<file path="src/rtl/epu_out_writer_if.sv">
// sp_ram_intf: single-port SRAM bus shared by the output-buffer wrapper and its masters
interface sp_ram_intf #(
  parameter int AW = 16,
  parameter int DW = 32
);
  logic          cs;
  logic          oe;
  logic          W_req;
  logic [AW-1:0] addr;
  logic [DW-1:0] W_data;
  logic [DW-1:0] R_data;
  modport master (output cs, oe, addr, W_req, W_data, input R_data);
  modport slave  (input cs, oe, addr, W_req, W_data, output R_data);
endinterface

</file>
<file path="src/rtl/epu_out_writer.sv">
// epu_out_writer: claims the output SRAM, writes a job's result stream to consecutive addresses, then releases it
module epu_out_writer #(
  parameter int DATA_W     = 32,
  parameter int ADDR_W     = 16,
  parameter int FIFO_DEPTH = 4
) (
  input  logic              clk,
  input  logic              rst_n,
  input  logic              cfg_valid_i,
  output logic              cfg_ready_o,
  input  logic [ADDR_W-1:0] cfg_base_i,
  input  logic [ADDR_W:0]   cfg_len_i,
  input  logic              res_valid_i,
  output logic              res_ready_o,
  input  logic [DATA_W-1:0] res_data_i,
  output logic              start_o,
  output logic              finish_o,
  output logic              done_o,
  output logic              busy_o,
  sp_ram_intf.master        mem
);
  localparam int PW = $clog2(FIFO_DEPTH);
  localparam logic WRITE_ENB = 1'b1;
  localparam logic WRITE_DIS = 1'b0;
  localparam logic [1:0] IDLE = 2'd0, ARM = 2'd1, WRITE = 2'd2, FIN = 2'd3;
  localparam logic [ADDR_W:0] ONE = (ADDR_W+1)'(1);
  localparam logic [PW-1:0] P1 = PW'(1);
  localparam logic [PW:0] C1 = (PW+1)'(1);
  localparam logic [PW:0] FULL = (PW+1)'(FIFO_DEPTH);
  logic [1:0]        state, state_nx;
  logic [ADDR_W-1:0] base;
  logic [ADDR_W:0]   len, acc, wr;
  logic [DATA_W-1:0] fifo [FIFO_DEPTH];
  logic [PW-1:0]     rd_ptr, wr_ptr;
  logic [PW:0]       cnt;
  logic              push, pop, last, cfg_hs;
  assign cfg_ready_o = state == IDLE;
  assign start_o     = state != IDLE;
  assign busy_o      = start_o;
  assign finish_o    = state == FIN;
  assign done_o      = finish_o;
  assign cfg_hs      = cfg_valid_i & cfg_ready_o;
  assign res_ready_o = (state == ARM || state == WRITE) && cnt != FULL && acc < len;
  assign push        = res_valid_i & res_ready_o;
  assign pop         = state == WRITE && cnt != '0;
  assign last        = pop && (wr + ONE) == len;
  always_comb begin
    state_nx = state == IDLE  ? (cfg_valid_i ? ARM : IDLE) :
               state == ARM   ? (len == '0 ? FIN : WRITE) :
               state == WRITE ? (last ? FIN : WRITE) : IDLE;
  end
  always_ff @(posedge clk or negedge rst_n) begin
    if (!rst_n) begin
      state  <= IDLE;
      base   <= '0;
      len    <= '0;
      acc    <= '0;
      wr     <= '0;
      rd_ptr <= '0;
      wr_ptr <= '0;
      cnt    <= '0;
    end else begin
      state <= state_nx;
      if (cfg_hs) begin
        base   <= cfg_base_i;
        len    <= cfg_len_i;
        acc    <= '0;
        wr     <= '0;
        rd_ptr <= '0;
        wr_ptr <= '0;
        cnt    <= '0;
      end else begin
        if (push) begin
          acc    <= acc + ONE;
          wr_ptr <= wr_ptr + P1;
        end
        if (pop) begin
          wr     <= wr + ONE;
          rd_ptr <= rd_ptr + P1;
        end
        cnt <= (push && !pop) ? cnt + C1 : (!push && pop) ? cnt - C1 : cnt;
      end
    end
  end
  always_ff @(posedge clk) begin
    if (push) fifo[wr_ptr] <= res_data_i;
  end
  // Bus sits at idle values in every cycle that does not pop a word.
  always_comb begin
    mem.cs     = pop;
    mem.oe     = 1'b0;
    mem.W_req  = pop ? WRITE_ENB : WRITE_DIS;
    mem.addr   = '0;
    mem.W_data = '0;
    mem.addr[ADDR_W-1:0]   = pop ? base + wr[ADDR_W-1:0] : '0;
    mem.W_data[DATA_W-1:0] = pop ? fifo[rd_ptr] : '0;
  end
endmodule

</file>
<file path="src/flat_wrapper.sv">
// flat-port wrapper written by rule: the top's interface ports become plain ports
module epu_out_writer_flat 
#(
  parameter int DATA_W     = 32,
  parameter int ADDR_W     = 16,
  parameter int FIFO_DEPTH = 4
)
  (clk, rst_n, cfg_valid_i, cfg_ready_o, cfg_base_i, cfg_len_i, res_valid_i, res_ready_o, res_data_i, start_o, finish_o, done_o, busy_o, mem_cs, mem_oe, mem_addr, mem_W_req, mem_W_data, mem_R_data);
  sp_ram_intf #(.AW(16), .DW(32)) mem_i ();
  input  logic clk;
  input  logic rst_n;
  input  logic cfg_valid_i;
  output logic cfg_ready_o;
  input  logic [ADDR_W-1:0] cfg_base_i;
  input  logic [ADDR_W:0] cfg_len_i;
  input  logic res_valid_i;
  output logic res_ready_o;
  input  logic [DATA_W-1:0] res_data_i;
  output logic start_o;
  output logic finish_o;
  output logic done_o;
  output logic busy_o;
  output wire logic [$bits(mem_i.cs)-1:0] mem_cs;
  output wire logic [$bits(mem_i.oe)-1:0] mem_oe;
  output wire logic [$bits(mem_i.addr)-1:0] mem_addr;
  output wire logic [$bits(mem_i.W_req)-1:0] mem_W_req;
  output wire logic [$bits(mem_i.W_data)-1:0] mem_W_data;
  input wire logic [$bits(mem_i.R_data)-1:0] mem_R_data;
  assign mem_cs = mem_i.cs;
  assign mem_oe = mem_i.oe;
  assign mem_addr = mem_i.addr;
  assign mem_W_req = mem_i.W_req;
  assign mem_W_data = mem_i.W_data;
  assign mem_i.R_data = mem_R_data;
  epu_out_writer #(.DATA_W(DATA_W), .ADDR_W(ADDR_W), .FIFO_DEPTH(FIFO_DEPTH)) u_core (.clk(clk), .rst_n(rst_n), .cfg_valid_i(cfg_valid_i), .cfg_ready_o(cfg_ready_o), .cfg_base_i(cfg_base_i), .cfg_len_i(cfg_len_i), .res_valid_i(res_valid_i), .res_ready_o(res_ready_o), .res_data_i(res_data_i), .start_o(start_o), .finish_o(finish_o), .done_o(done_o), .busy_o(busy_o), .mem(mem_i));
endmodule
</file>
<file path="config.mk">
export PLATFORM = sky130hd
export DESIGN_NAME = epu_out_writer_flat
export DESIGN_NICKNAME = d
export VERILOG_FILES = /design/src/rtl/epu_out_writer_if.sv /design/src/rtl/epu_out_writer.sv /design/src/flat_wrapper.sv
export SDC_FILE = /design/constraint.sdc
export NUM_CORES = 1
export LEC_CHECK = 0
export CAP_MARGIN = 0
export CORE_MARGIN = 2
export CORE_UTILIZATION = 41
export CTS_BUF_LIST = sky130_fd_sc_hd__clkbuf_16
export DETAILED_ROUTE_END_ITERATION = 8
export GPL_ROUTABILITY_DRIVEN = 0
export GPL_TIMING_DRIVEN = 0
export PLACE_DENSITY = 0.67
export SYNTH_ARGS = -nofsm -noshare
export SYNTH_HDL_FRONTEND = slang
export SYNTH_SLANG_ARGS = --single-unit
</file>
<file path="constraint.sdc">
create_clock -name clk -period 3.1 [get_ports clk]
set_input_delay 0.775 -clock clk [delete_from_list [all_inputs] [get_ports clk]]
set_output_delay 0.775 -clock clk [all_outputs]
set_load 0.01 [all_outputs]
</file>
==> reports/metrics.yaml, run 1 <==
pre_cts_slack_ns: -0.827
ys_types: 68
final.fill_count: 2101
skew_ns: 0.0130
viasPerCell: 5.23
num-nets-final: 1161
rsz0062_at_grt: "true"
dr.pass1.iters: 5
grt_pass1_vias: 7310
fin_crit_ns: 3.55
ys_ff_latch: 204
syn-num-nets: 962
worst-path-buf-inv: 1
combPwrFrac_pct: 37.0
groute.usage.overall_pct: 19.6
seqPwrFrac_pct: 35.2
crit_slowest_cell: "clkdlybuf4s50_1"
start_kind: "flip-flop"
synthesis.area_um2: 10100
clk_transition_reported_paths_ns: 0.05
vdd_drop_max_v: 0.000492
io_pins: 158
p_sw_share_pct: 31.7
final_common_cell: "edfxtp_1"
cp_max_fo: 3
p_leak_nw: 5.35
synth_area_leader_cell: "edfxtp_1"
crit_type: "reg2out"
end_kind: "output port"
wl_um: 25200
async_reset_ff_share_pct: 37.3
cts_buffers: 25
yosysWarnings: 0
yosys.area.top_type_share_pct: 38.1
power_mw: 10.5
area_growth_pct: 31.5
grt_max_degree: 51
fp-row-count: 57
cts_tree: "yes"
synth_area_leaders: "edfxtp_1 38%, dfrtp_1 19%, mux4_2 7.1%"
powerDensity_nw_per_um2: 790
setup_ws_ns: -0.453
maxCapViolCount: 0
wl_per_cell_um: 18.6
fin_crit_sh_pct: 115
htreeDepth: 1
dp_hpwl_um: 16400
hold_buffers: 0
holdWs_ns: 0.173
power_frac_clock_pct: 27.8
drive_above_1_share_pct: 21.3
hold_viol_final: 0
coreArea_um2: 24200
required_ns: 2.32
syn_inst: 817
grt_pass1_wl_um: 39800
slew_violations: 0
cts-root-buf: "clkbuf_16"
dieArea_um2: 25900
vias: 7100
fmax_mhz: 281
die_w_um: 161
slowest_delay_ns: 0.63
io_buffers: 124
drc: 0
finalSetupViolCount: 12
clkLatencyLatePin_ns: 0.53
ys.flop_type: "edfxtp_1"
p_int_mw: 7.15
max-clock-path-buffers: 3
syn_avg_cell_area_um2: 12.3
status: "complete, but fails checks"
ys_seq_area_share_pct: 57.0
ant_nets: 0
initial_utilization_pct: 41.6
antenna_found_initial: 0
synth-edff-count: 128
first_iter_violations: 406
dieHeight_um: 161
path_cells: "ha_4, a211oi_2, nor2_2, o31a_1, a211oi_1, clkdlybuf4s50_1"
cp.arrival_ns: 2.78
slew-limit-headroom_pct: 54.0
crit_family: "compound AO/OA/AOI/OAI gates"
violations: "setup timing"
mostFrequentLayoutCells: "128 x edfxtp_1, 100 x nand2_1, 73 x clkdlybuf4s50_1, 64 x dfrtp_1, 54 x nor2_1"
hold_class: "in2async"
grt-ovfl-total: 0
worst_pin_slew_ns: 0.690
cts.sinks: 204
p_switching_mw: 3.32
synthesized netlist by cell type, types with 2 or more instances:
| cell type | count |
|---|---|
| and2_1 | 42 |
| nand2b_1 | 2 |
| inv_1 | 31 |
| nor2_1 | 55 |
| nand2_1 | 101 |
| clkbuf_8 | 3 |
| ha_1 | 42 |
| nand4_1 | 16 |
| edfxtp_1 | 128 |
| fa_1 | 2 |
| a41oi_1 | 2 |
| buf_2 | 3 |
| buf_1 | 4 |
| a21oi_1 | 28 |
| a21o_1 | 10 |
| nor4_1 | 13 |
| xor2_1 | 16 |
| clkbuf_1 | 24 |
| a211o_1 | 3 |
| mux2i_1 | 2 |
| nor3_1 | 10 |
| and3_1 | 3 |
| nor2b_1 | 2 |
| or3_2 | 2 |
| nor4b_1 | 3 |
| a31oi_1 | 3 |
| nand3_1 | 20 |
| o31ai_1 | 2 |
| or4_1 | 3 |
| mux4_2 | 32 |
| o21ai_0 | 37 |
| xnor2_1 | 41 |
| o21a_1 | 4 |
| nor3b_1 | 2 |
| o211ai_1 | 4 |
| a211oi_1 | 5 |
| or3_1 | 7 |
| buf_4 | 5 |
| dfrtp_1 | 76 |
logic make-up (layout without fill, tap and decap cells):
kind of cell	after synthesis	count (layout)	synth area share [%]
AO/OA/AOI/OAI	111	111	6.99
XOR/XNOR	57	57	4.95
adder cells (fa/ha/maj)	44	44	5.61
buffers and inverters	71	283	3.24
flip-flops	204	204	57.0
multiplexers	35	35	7.49
other	1	2	0.0372
AND/OR/NAND/NOR	294	298	14.7
final cells by class:
type | instances | area, µm² | share of cell area (%)
multi-input combinational | 546 | 4300 | 32.4
sequential | 204 | 5760 | 43.4
antenna | 1 | 2.50 | 0.0189
buffer | 37 | 317 | 2.39
inverter | 31 | 121 | 0.915
clock buffer | 25 | 626 | 4.72
clock inverter | 19 | 196 | 1.48
timing repair buffer | 171 | 1540 | 11.6
tap | 324 | 405 | 3.06
through the flow:
| step | setup TNS (ns) | utilization, % | instance area (µm²) | std cells |
|---|---|---|---|---|
| 3_5_place_dp | -109.16 | 48.5 | 11800 | 1266 |
| 6_report | -3.62 | 54.7 | 13300 | 1358 |
| 5_1_grt | -5.03 | 54.7 | 13300 | 1357 |
| 3_3_place_gp | -232.89 | 48.4 | 11700 | 1265 |
| 4_1_cts | -4.62 | 53.9 | 13100 | 1342 |
| 2_1_floorplan | 0 | - | 10100 | 817 |
sequential cells by signal (all words and copies together) (netlist names):
signal,flops
u_core.acc,17
u_core.wr_ptr,2
u_core.wr,17
u_core.state,2
u_core.base,16
u_core.len,17
u_core.fifo,128
u_core.rd_ptr,2
u_core.cnt,3
worst register-to-register path, delay by kind of cell (launching register included):
kind            cells  cell delay [ns]
simple gates        4             0.80
fa+ha+maj           3             0.66
compound gates      3             0.45
buf+inv             3             0.43
flops               1             0.39
xor+xnor            1             0.07
power by group through the flow:
stage / Combinational, mW / Sequential (mW) / Clock (mW)
final: 3.87 / 3.69 / 2.91
after global routing: 4.21 / 3.74 / 3.07
after CTS: 3.82 / 3.70 / 2.96
after detailed placement: 3.66 / 3.74 / 0
after global placement: 3.63 / 3.72 / 0
after floorplan: 2.14 / 3.65 / 0
path summary, 6_finish.rpt:
check / from / to / slack, ns / cells past startpoint
setup / recovery: u_core.base[1]$_DFFE_PN0P_ / mem_addr[5] / -0.45 / 6
hold / removal: rst_n / u_core.base[10]$_DFFE_PN0P_ / 0.17 / 1
setup reg to reg: u_core.len[14]$_DFFE_PN0P_ / u_core.cnt[2]$_DFFE_PN0P_ / 0.21 / 14
hold reg to reg: u_core.base[12]$_DFFE_PN0P_ / u_core.base[12]$_DFFE_PN0P_ / 0.49 / 2
max in group asynchronous: rst_n / u_core.len[7]$_DFFE_PN0P_ / 2.30 / 2
min in group clk: u_core.base[12]$_DFFE_PN0P_ / u_core.base[12]$_DFFE_PN0P_ / 0.49 / 2
routing by layer:
metal / vias to the layer above / track usage, % / wire length (µm)
li1: 3389 / - / -
met1: 3482 / 25.0 / 10700
met2: 187 / 33.3 / 12200
met3: 42 / 4.80 / 1580
met4: 0 / 5.80 / 688
met5: - / 0 / 0
timing repair:
item	in CTS	in global routing
resized for setup	180	22
setup buffers	32	16
cloned	4	0
endpoints found under the hold margin	0	0
pin swaps	38	25
setup endpoints to repair	182	24
No activity file was read; power rests on OpenSTA's default activity.
==> run 2: changes to the inputs <==
Settings changed: GPL_ROUTABILITY_DRIVEN 0 to not set.
==> results of run 2 <==
Same layout as run 1: the final DEF is identical, and so are final timing and power.
